[src/rtl/n64adv2_rst_sequencer.sv]
// n64adv2_rst_sequencer: ordered, filtered release of N_CH reset channels with cascaded re-assertion
module n64adv2_rst_sequencer #(
  parameter int N_CH     = 4,
  parameter int BOOT_DLY = 255,
  parameter int REL_DLY  = 15,
  parameter int FILT_LEN = 4
) (
  input  logic            clk,
  input  logic            nrst,
  input  logic [N_CH-1:0] ready_i,
  input  logic            ext_nrst_i,
  input  logic [N_CH-1:0] mask_i,
  output logic [N_CH-1:0] ch_nrst_o,
  output logic            boot_done_o,
  output logic            all_up_o
);
  localparam int MAXD = BOOT_DLY > REL_DLY ? BOOT_DLY : REL_DLY;
  localparam int CW = $clog2(MAXD) + 1;
  localparam int FW = $clog2(FILT_LEN) + 1;
  localparam int IW = N_CH > 1 ? $clog2(N_CH) : 1;
  typedef enum logic [1:0] {BOOT, QUAL, HOLD, UP} state_t;
  state_t state_q, state_d;
  logic [CW-1:0] cnt_q, cnt_d;
  logic [FW-1:0] fcnt_q, fcnt_d;
  logic [IW-1:0] idx_q, idx_d, dj;
  logic [N_CH-1:0] ready_m, ready_s, cond, ch_d;
  logic ext_m, ext_s, bd_d, au_d, drop;
  assign cond = ready_s & (mask_i | {N_CH{ext_s}});
  // two-stage synchronisers for the asynchronous qualifiers
  always_ff @(posedge clk or negedge nrst)
    if (!nrst) begin
      ready_m <= '0;
      ready_s <= '0;
      ext_m   <= 1'b0;
      ext_s   <= 1'b0;
    end else begin
      ready_m <= ready_i;
      ready_s <= ready_m;
      ext_m   <= ext_nrst_i;
      ext_s   <= ext_m;
    end
  // sequencer state and registered outputs
  always_ff @(posedge clk or negedge nrst)
    if (!nrst) begin
      state_q     <= BOOT;
      cnt_q       <= CW'(BOOT_DLY);
      idx_q       <= '0;
      fcnt_q      <= '0;
      ch_nrst_o   <= '0;
      boot_done_o <= 1'b0;
      all_up_o    <= 1'b0;
    end else begin
      state_q     <= state_d;
      cnt_q       <= cnt_d;
      idx_q       <= idx_d;
      fcnt_q      <= fcnt_d;
      ch_nrst_o   <= ch_d;
      boot_done_o <= bd_d;
      all_up_o    <= au_d;
    end
  // lowest released channel that lost its qualification
  always_comb begin
    drop = 1'b0;
    dj = '0;
    for (int i = N_CH - 1; i >= 0; i--)
      if (ch_nrst_o[i] && !cond[i]) begin
        drop = 1'b1;
        dj = IW'(i);
      end
  end
  // next state: boot countdown, filtered release, hold gap, drop takes priority over release
  always_comb begin
    state_d = state_q;
    cnt_d = cnt_q;
    idx_d = idx_q;
    fcnt_d = fcnt_q;
    ch_d = ch_nrst_o;
    bd_d = boot_done_o;
    au_d = all_up_o;
    if (state_q == BOOT) begin
      if (|cnt_q) cnt_d = cnt_q - CW'(1);
      else begin
        state_d = QUAL;
        idx_d = '0;
        fcnt_d = '0;
        bd_d = 1'b1;
      end
    end else if (drop) begin
      ch_d = ch_nrst_o & ~({N_CH{1'b1}} << dj);
      au_d = 1'b0;
      idx_d = dj;
      fcnt_d = '0;
      state_d = QUAL;
    end else if (state_q == QUAL) begin
      if (!cond[idx_q]) fcnt_d = '0;
      else if (fcnt_q < FW'(FILT_LEN - 1)) fcnt_d = fcnt_q + FW'(1);
      else begin
        ch_d = ch_nrst_o | (N_CH'(1) << idx_q);
        if (idx_q == IW'(N_CH - 1)) begin
          state_d = UP;
          au_d = 1'b1;
        end else begin
          state_d = HOLD;
          cnt_d = CW'(REL_DLY);
        end
      end
    end else if (state_q == HOLD) begin
      if (|cnt_q) cnt_d = cnt_q - CW'(1);
      else begin
        idx_d = idx_q + IW'(1);
        fcnt_d = '0;
        state_d = QUAL;
      end
    end
  end
endmodule

[config.mk]
export PLATFORM = sky130hd
export DESIGN_NAME = n64adv2_rst_sequencer
export DESIGN_NICKNAME = d
export VERILOG_FILES = /design/src/rtl/n64adv2_rst_sequencer.sv
export SDC_FILE = /design/constraint.sdc
export NUM_CORES = 1
export LEC_CHECK = 0
export BUFFER_PORTS_ARGS = -buffer_cell sky130_fd_sc_hd__buf_2
export CAP_MARGIN = 20
export CORE_ASPECT_RATIO = 1.1
export CORE_MARGIN = 4
export CORE_UTILIZATION = 58
export DETAILED_ROUTE_END_ITERATION = 10
export PLACE_DENSITY = 0.78
export REMOVE_ABC_BUFFERS = 1
export SLEW_MARGIN = 25
export SYNTH_ARGS = -nofsm -noshare
export SYNTH_HDL_FRONTEND = slang
export SYNTH_SLANG_ARGS = --single-unit
[constraint.sdc]
create_clock -name clk -period 2.55 [get_ports clk]
set_input_delay 0.255 -clock clk [delete_from_list [all_inputs] [get_ports clk]]
set_output_delay 0.255 -clock clk [all_outputs]
set_load 0.03 [all_outputs]
Yosys cells after proc, flatten, opt, wreduce, memory -nomap -nowiden --
Index checks and enable logic that the tools add are counted.
Storage, ports and cells: register bits after elaboration 32, bits in latches 0, memory bits (writable) 0, bits in read-only memories 0, bits of input ports 11, output and inout bits 6, logic and storage cells 110, memories 0
Operators by class: add/subtract/negate cells 3, multiply operators 0, div/mod/pow operators 0, order comparisons 2, equal/unequal tests 14, shift-type cells 2, muxes and demuxes 48, bitwise logic cells 7, reductions and logical operators 23
Operators by type and width (number):
- $mux W9 | 8
- $mux W2 | 17
- $mux W3 | 7
- $mux W4 | 4
- $mux W1 | 11
- $reduce_and A5 Y1 | 2
- $ne A3 B3 Y1 const B | 3
- $reduce_or A9 Y1 | 1
- $sub A9 B1 Y9 const B | 1
- $and A4 B4 Y4 | 2
- $or A4 B4 Y4 | 2
- $reduce_and A4 Y1 | 2
- $ne A2 B2 Y1 const B | 3
- $reduce_bool A2 Y1 | 3
- $reduce_bool A3 Y1 | 2
- $ne A5 B4 Y1 const B | 1
- $eq A2 B2 Y1 const B | 2
- $logic_and A1 B1 Y1 | 4
- $logic_not A1 Y1 | 4
- $ne A4 B3 Y1 const B | 1
- $ne A4 B4 Y1 const B | 1
- $not A4 Y4 | 1
- $reduce_and A2 Y1 | 2
- $reduce_bool A4 Y1 | 1
- other kinds (13) | 14

Longest topological paths before layout --
depth after elaboration 12, gate-level depth with buffers 8, depth with buffers taken out 8

Worst setup path after synthesis --
OpenSTA, ideal clock, no wires.
kind register to register, from register cnt_q[0], to register fcnt_q[2], library setup time 0.121 ns, data arrival time 1.773 ns, required time 2.429 ns, path slack 0.656 ns, cell stages (with the launch flop) 8, buffers on the path 0, clock period less this slack 1.894 ns, path through dfstp_2 -> inv_1 -> ha_1 -> or3b_4 -> nor3b_4 -> a21oi_1 -> o211a_1 -> a22o_1
On the way: longest elaborated chain between the ends 6
RTL lines:
- start: declaration | RTL line 23 | logic [CW-1:0] cnt_q, cnt_d;
- start signal: assignment | RTL line 46 | cnt_q <= CW'(BOOT_DLY);
- start signal: assignment | RTL line 54 | cnt_q <= cnt_d;
- $reduce_or A9 Y1 (*) | RTL line 81, 108
- $mux W3 (*)
- $mux W3 (3 in series)
- $mux W3 (*)
- end signal: assignment | RTL line 56 | fcnt_q <= fcnt_d;
- end: declaration | RTL line 24 | logic [FW-1:0] fcnt_q, fcnt_d;
Mark *: on every way between the ends. The rest lies on a longest branch, timed or not. The select of a mux whose other input is x is not followed. A chain may end at the register's enable or synchronous reset.

Worst setup path in the final report --
from register idx_q[0], to register cnt_q[4]
On the way: longest elaborated chain between the ends 4, elaborated cells between the ends (all ways) 6, classes of those cells 3 x eq/ne; 2 x mux; 1 x reduce/logical
RTL lines:
- start: declaration | RTL line 25 | logic [IW-1:0] idx_q, idx_d, dj;
- start signal: assignment | RTL line 55 | idx_q <= idx_d;
- $bmux W1 S2 | RTL line 95 | if (!cond[idx_q]) fcnt_d = '0;
- $mux W1 (not written as such) | RTL line 95
- $ne A3 B2 Y1 (no source line)
- $reduce_and A5 Y1 (no source line) (*)
Marks and branches as above.

==> flow_metrics.env <==
export IMPL_status="finished clean"
export IMPL_rsz0062_at_grt="false"
export IMPL_hold_start="mask_i[0]"
export IMPL_post_cts_buffers=0
export IMPL_hold_buffers=5
export IMPL_hold_viol=0
export IMPL_area_growth_syn_to_layout_pct=13.3
export IMPL_clock_sinks=32
export IMPL_finalSetupTns_ns=0
export IMPL_drt_pass1_iterations=4
export IMPL_grt_start_max_net_pins=33
export IMPL_cts_tree="built"
export IMPL_dieArea_sq_um=3950
export IMPL_worst_r2r_startpoint="idx_q[0]"
export IMPL_cp_data_arrival_time_ns=2.39
export IMPL_dp_final_hpwl_um=2660
export IMPL_clk_pin_slew_ns=0.11
export IMPL_timing_final_crit_share=0.843
export IMPL_cp_max_fo=12
export IMPL_die_h_um=65.6
export IMPL_holdPathStages=3
export IMPL_reg2regPathDepth=6
export IMPL_htreeDepth=2
export IMPL_grt_pass1_wl_um=6300
export IMPL_synthCells=169
export IMPL_worst_slew_pin_slew_ns=0.691
export IMPL_antenna_found_initial=0
export IMPL_fmax_mhz=465
export IMPL_die_w_um=60.3
export IMPL_maxSlewHeadroom=0.540
export IMPL_gr_usage_all_layers=0.217
export IMPL_worstHoldEndpoint="ch_nrst_o[0]"
export IMPL_nets=218
export IMPL_synth_avg_cell_area_sq_um=10.3
export IMPL_ys_ff_latch=32
export IMPL_routed_wl_um=3650
export IMPL_cts_buffers=5
export IMPL_overflow=0
export IMPL_r2r_slack_ns=0.40
export IMPL_ys_flop_type="dfrtp_1"
export IMPL_ant_nets=0
export IMPL_multi_input_area_sq_um=865
export IMPL_insertion_delay_ns=0.34
export IMPL_hp_class="primary input to flip-flop"
export IMPL_place_congestion=0.839
export IMPL_start_util=0.618
export IMPL_p_leak_nw=0.880
export IMPL_clock_skew_ns=0.00787
export IMPL_synth_warnings=0
export IMPL_insertedDiodeCount=0
export IMPL_maxCapViolCount=0
export IMPL_finalMaxSlewViolations=0
export IMPL_cts_root_buffer_cell="clkbuf_4"
export IMPL_vias_per_cell=6.03
export IMPL_synth_edf_count=0
export IMPL_yosysMostFrequentCell="dfrtp_1"
export IMPL_synthDistinctLibCells=46
export IMPL_rr_endpoint="cnt_q[4]"
export IMPL_power_density_nw_per_um2=970
export IMPL_period_minus_slack_ns=2.15
export IMPL_drtIter0Drc=70
export IMPL_end_kind="flip-flop"
export IMPL_drive_above_1_share=0.249
export IMPL_fillers=210
export IMPL_async_flop_share=1.00
export IMPL_clock_path_buffers=2
export IMPL_design_portCount=17
export IMPL_row_count=20
export IMPL_drcViolationCount=0
export IMPL_yosys_top_cells_count="24 x dfrtp_1, 17 x a21oi_1, 14 x inv_1, 12 x nor2_1"
export IMPL_yosysTopAreaCell="dfrtp_1"
export IMPL_netlist_area_leader_share=0.344
export IMPL_synth_area_sq_um=1750
export IMPL_total_power_mw=1.92
export IMPL_portBuffers=16
export IMPL_final_seq_area_sq_um=811
export IMPL_synth_area_leaders="dfrtp_1 34%, dfstp_2 12%, ha_1 7.9%"
export IMPL_grt_pass1_vias=1349
export IMPL_core_area_sq_um=2830
export IMPL_ys_seq_area_frac=0.464
export IMPL_routedWlPerCell_um=15.9
export IMPL_critPathLaunchType="flip-flop"
export IMPL_cts_resized=0
export IMPL_critPathRequiredTime_ns=2.79
export IMPL_vias=1388
export IMPL_critical_path_class="flip-flop to flip-flop"
export IMPL_final_setup_viol_count=0
export IMPL_ir_drop_uv=659
-- cells by family after synthesis --
group | Yosys count | synth area share
buffers and inverters | 17 | 0.0408
muxes | 3 | 0.0179
and+or+nand+nor | 48 | 0.169
adders and majority gates | 11 | 0.0788
AOI/OAI and AO/OA | 58 | 0.229
DFF | 32 | 0.464
-- routing by layer --
| layer | share of wire | GRT usage | vias up |
|---|---|---|---|
| met5 | 0 | 0 | - |
| met4 | 0.020 | 0.0886 | 0 |
| met3 | 0.052 | 0.0550 | 10 |
| met2 | 0.51 | 0.343 | 45 |
| met1 | 0.42 | 0.278 | 667 |
| li1 | - | - | 666 |
-- registers in the layout, indices dropped and copies added (netlist names) --
register	cells
all_up_o	1
fcnt_q	3
idx_q	2
boot_done_o	1
state_q	2
ready_s	4
ext_m	1
ready_m	4
cnt_q	9
ext_s	1
ch_nrst_o	4
-- cells in the final DEF (no fill, tap or decap), types with 3 or more instances in the layout --
cell / synthesis / final
dfrtp_1: 24 / 24
a21oi_1: 17 / 17
buf_2: 0 / 16
inv_1: 14 / 14
nor2_1: 12 / 12
o21ai_1: 11 / 11
nand2_1: 11 / 11
ha_1: 11 / 11
dfstp_2: 8 / 8
nor3_1: 6 / 6
dlygate4sd3_1: 0 / 6
clkbuf_4: 0 / 5
o21ai_2: 3 / 3
nand3_1: 3 / 3
a22o_1: 3 / 3
o21ai_0: 3 / 3
o21a_1: 3 / 3
-- through the flow --
step / std cells / area, sq um / worst slack [ns] / hold WS (ns) / utilization
4_1_cts: 229 / 1970 / 0.446 / 0.00347 / 0.696
6_report: 230 / 1980 / 0.401 / 0.308 / 0.700
3_5_place_dp: 216 / 1860 / 0.481 / 0.332 / 0.657
5_1_grt: 230 / 1980 / 0.263 / 0.318 / 0.700
3_3_place_gp: 216 / 1860 / 0.496 / 0.325 / 0.657
2_1_floorplan: 166 / 1730 / 0.653 / -0.0406 / -
-- critical path, stage by stage (launching register included) --
cell and delay [ns]:
dfrtp_1 0.51, inv_1 0.15, nor3_1 0.33, o31a_1 0.22
o221ai_2 0.25, nand2b_1 0.34, o41ai_2 0.26
-- layout make-up --
class,instances,share of cell area
multi-input combinational,120,0.437
sequential,32,0.410
timing repair buffer,23,0.0746
inverter,14,0.0266
tap,33,0.0209
clock buffer,5,0.0190
clock inverter,3,0.0120
-- worst max path at each step --
stage,start,end,cells past startpoint
6_report,idx_q[0],cnt_q[4],6
5_1_grt,idx_q[0],cnt_q[4],6
4_1_cts,idx_q[0],cnt_q[4],6
3_5_place_dp,ext_s,cnt_q[5],6
3_3_place_gp,ext_s,cnt_q[7],6
2_1_floorplan,cnt_q[0],fcnt_q[2],7
-- power breakdown --
group | total (mW) | internal (mW) | switching (mW)
sequential | 0.767 | 0.641 | 0.126
clock | 0.294 | 0.108 | 0.186
combinational | 0.858 | 0.345 | 0.512
total | 1.92 | 1.09 | 0.823
Note: power is estimated with default switching activity, not from simulation.
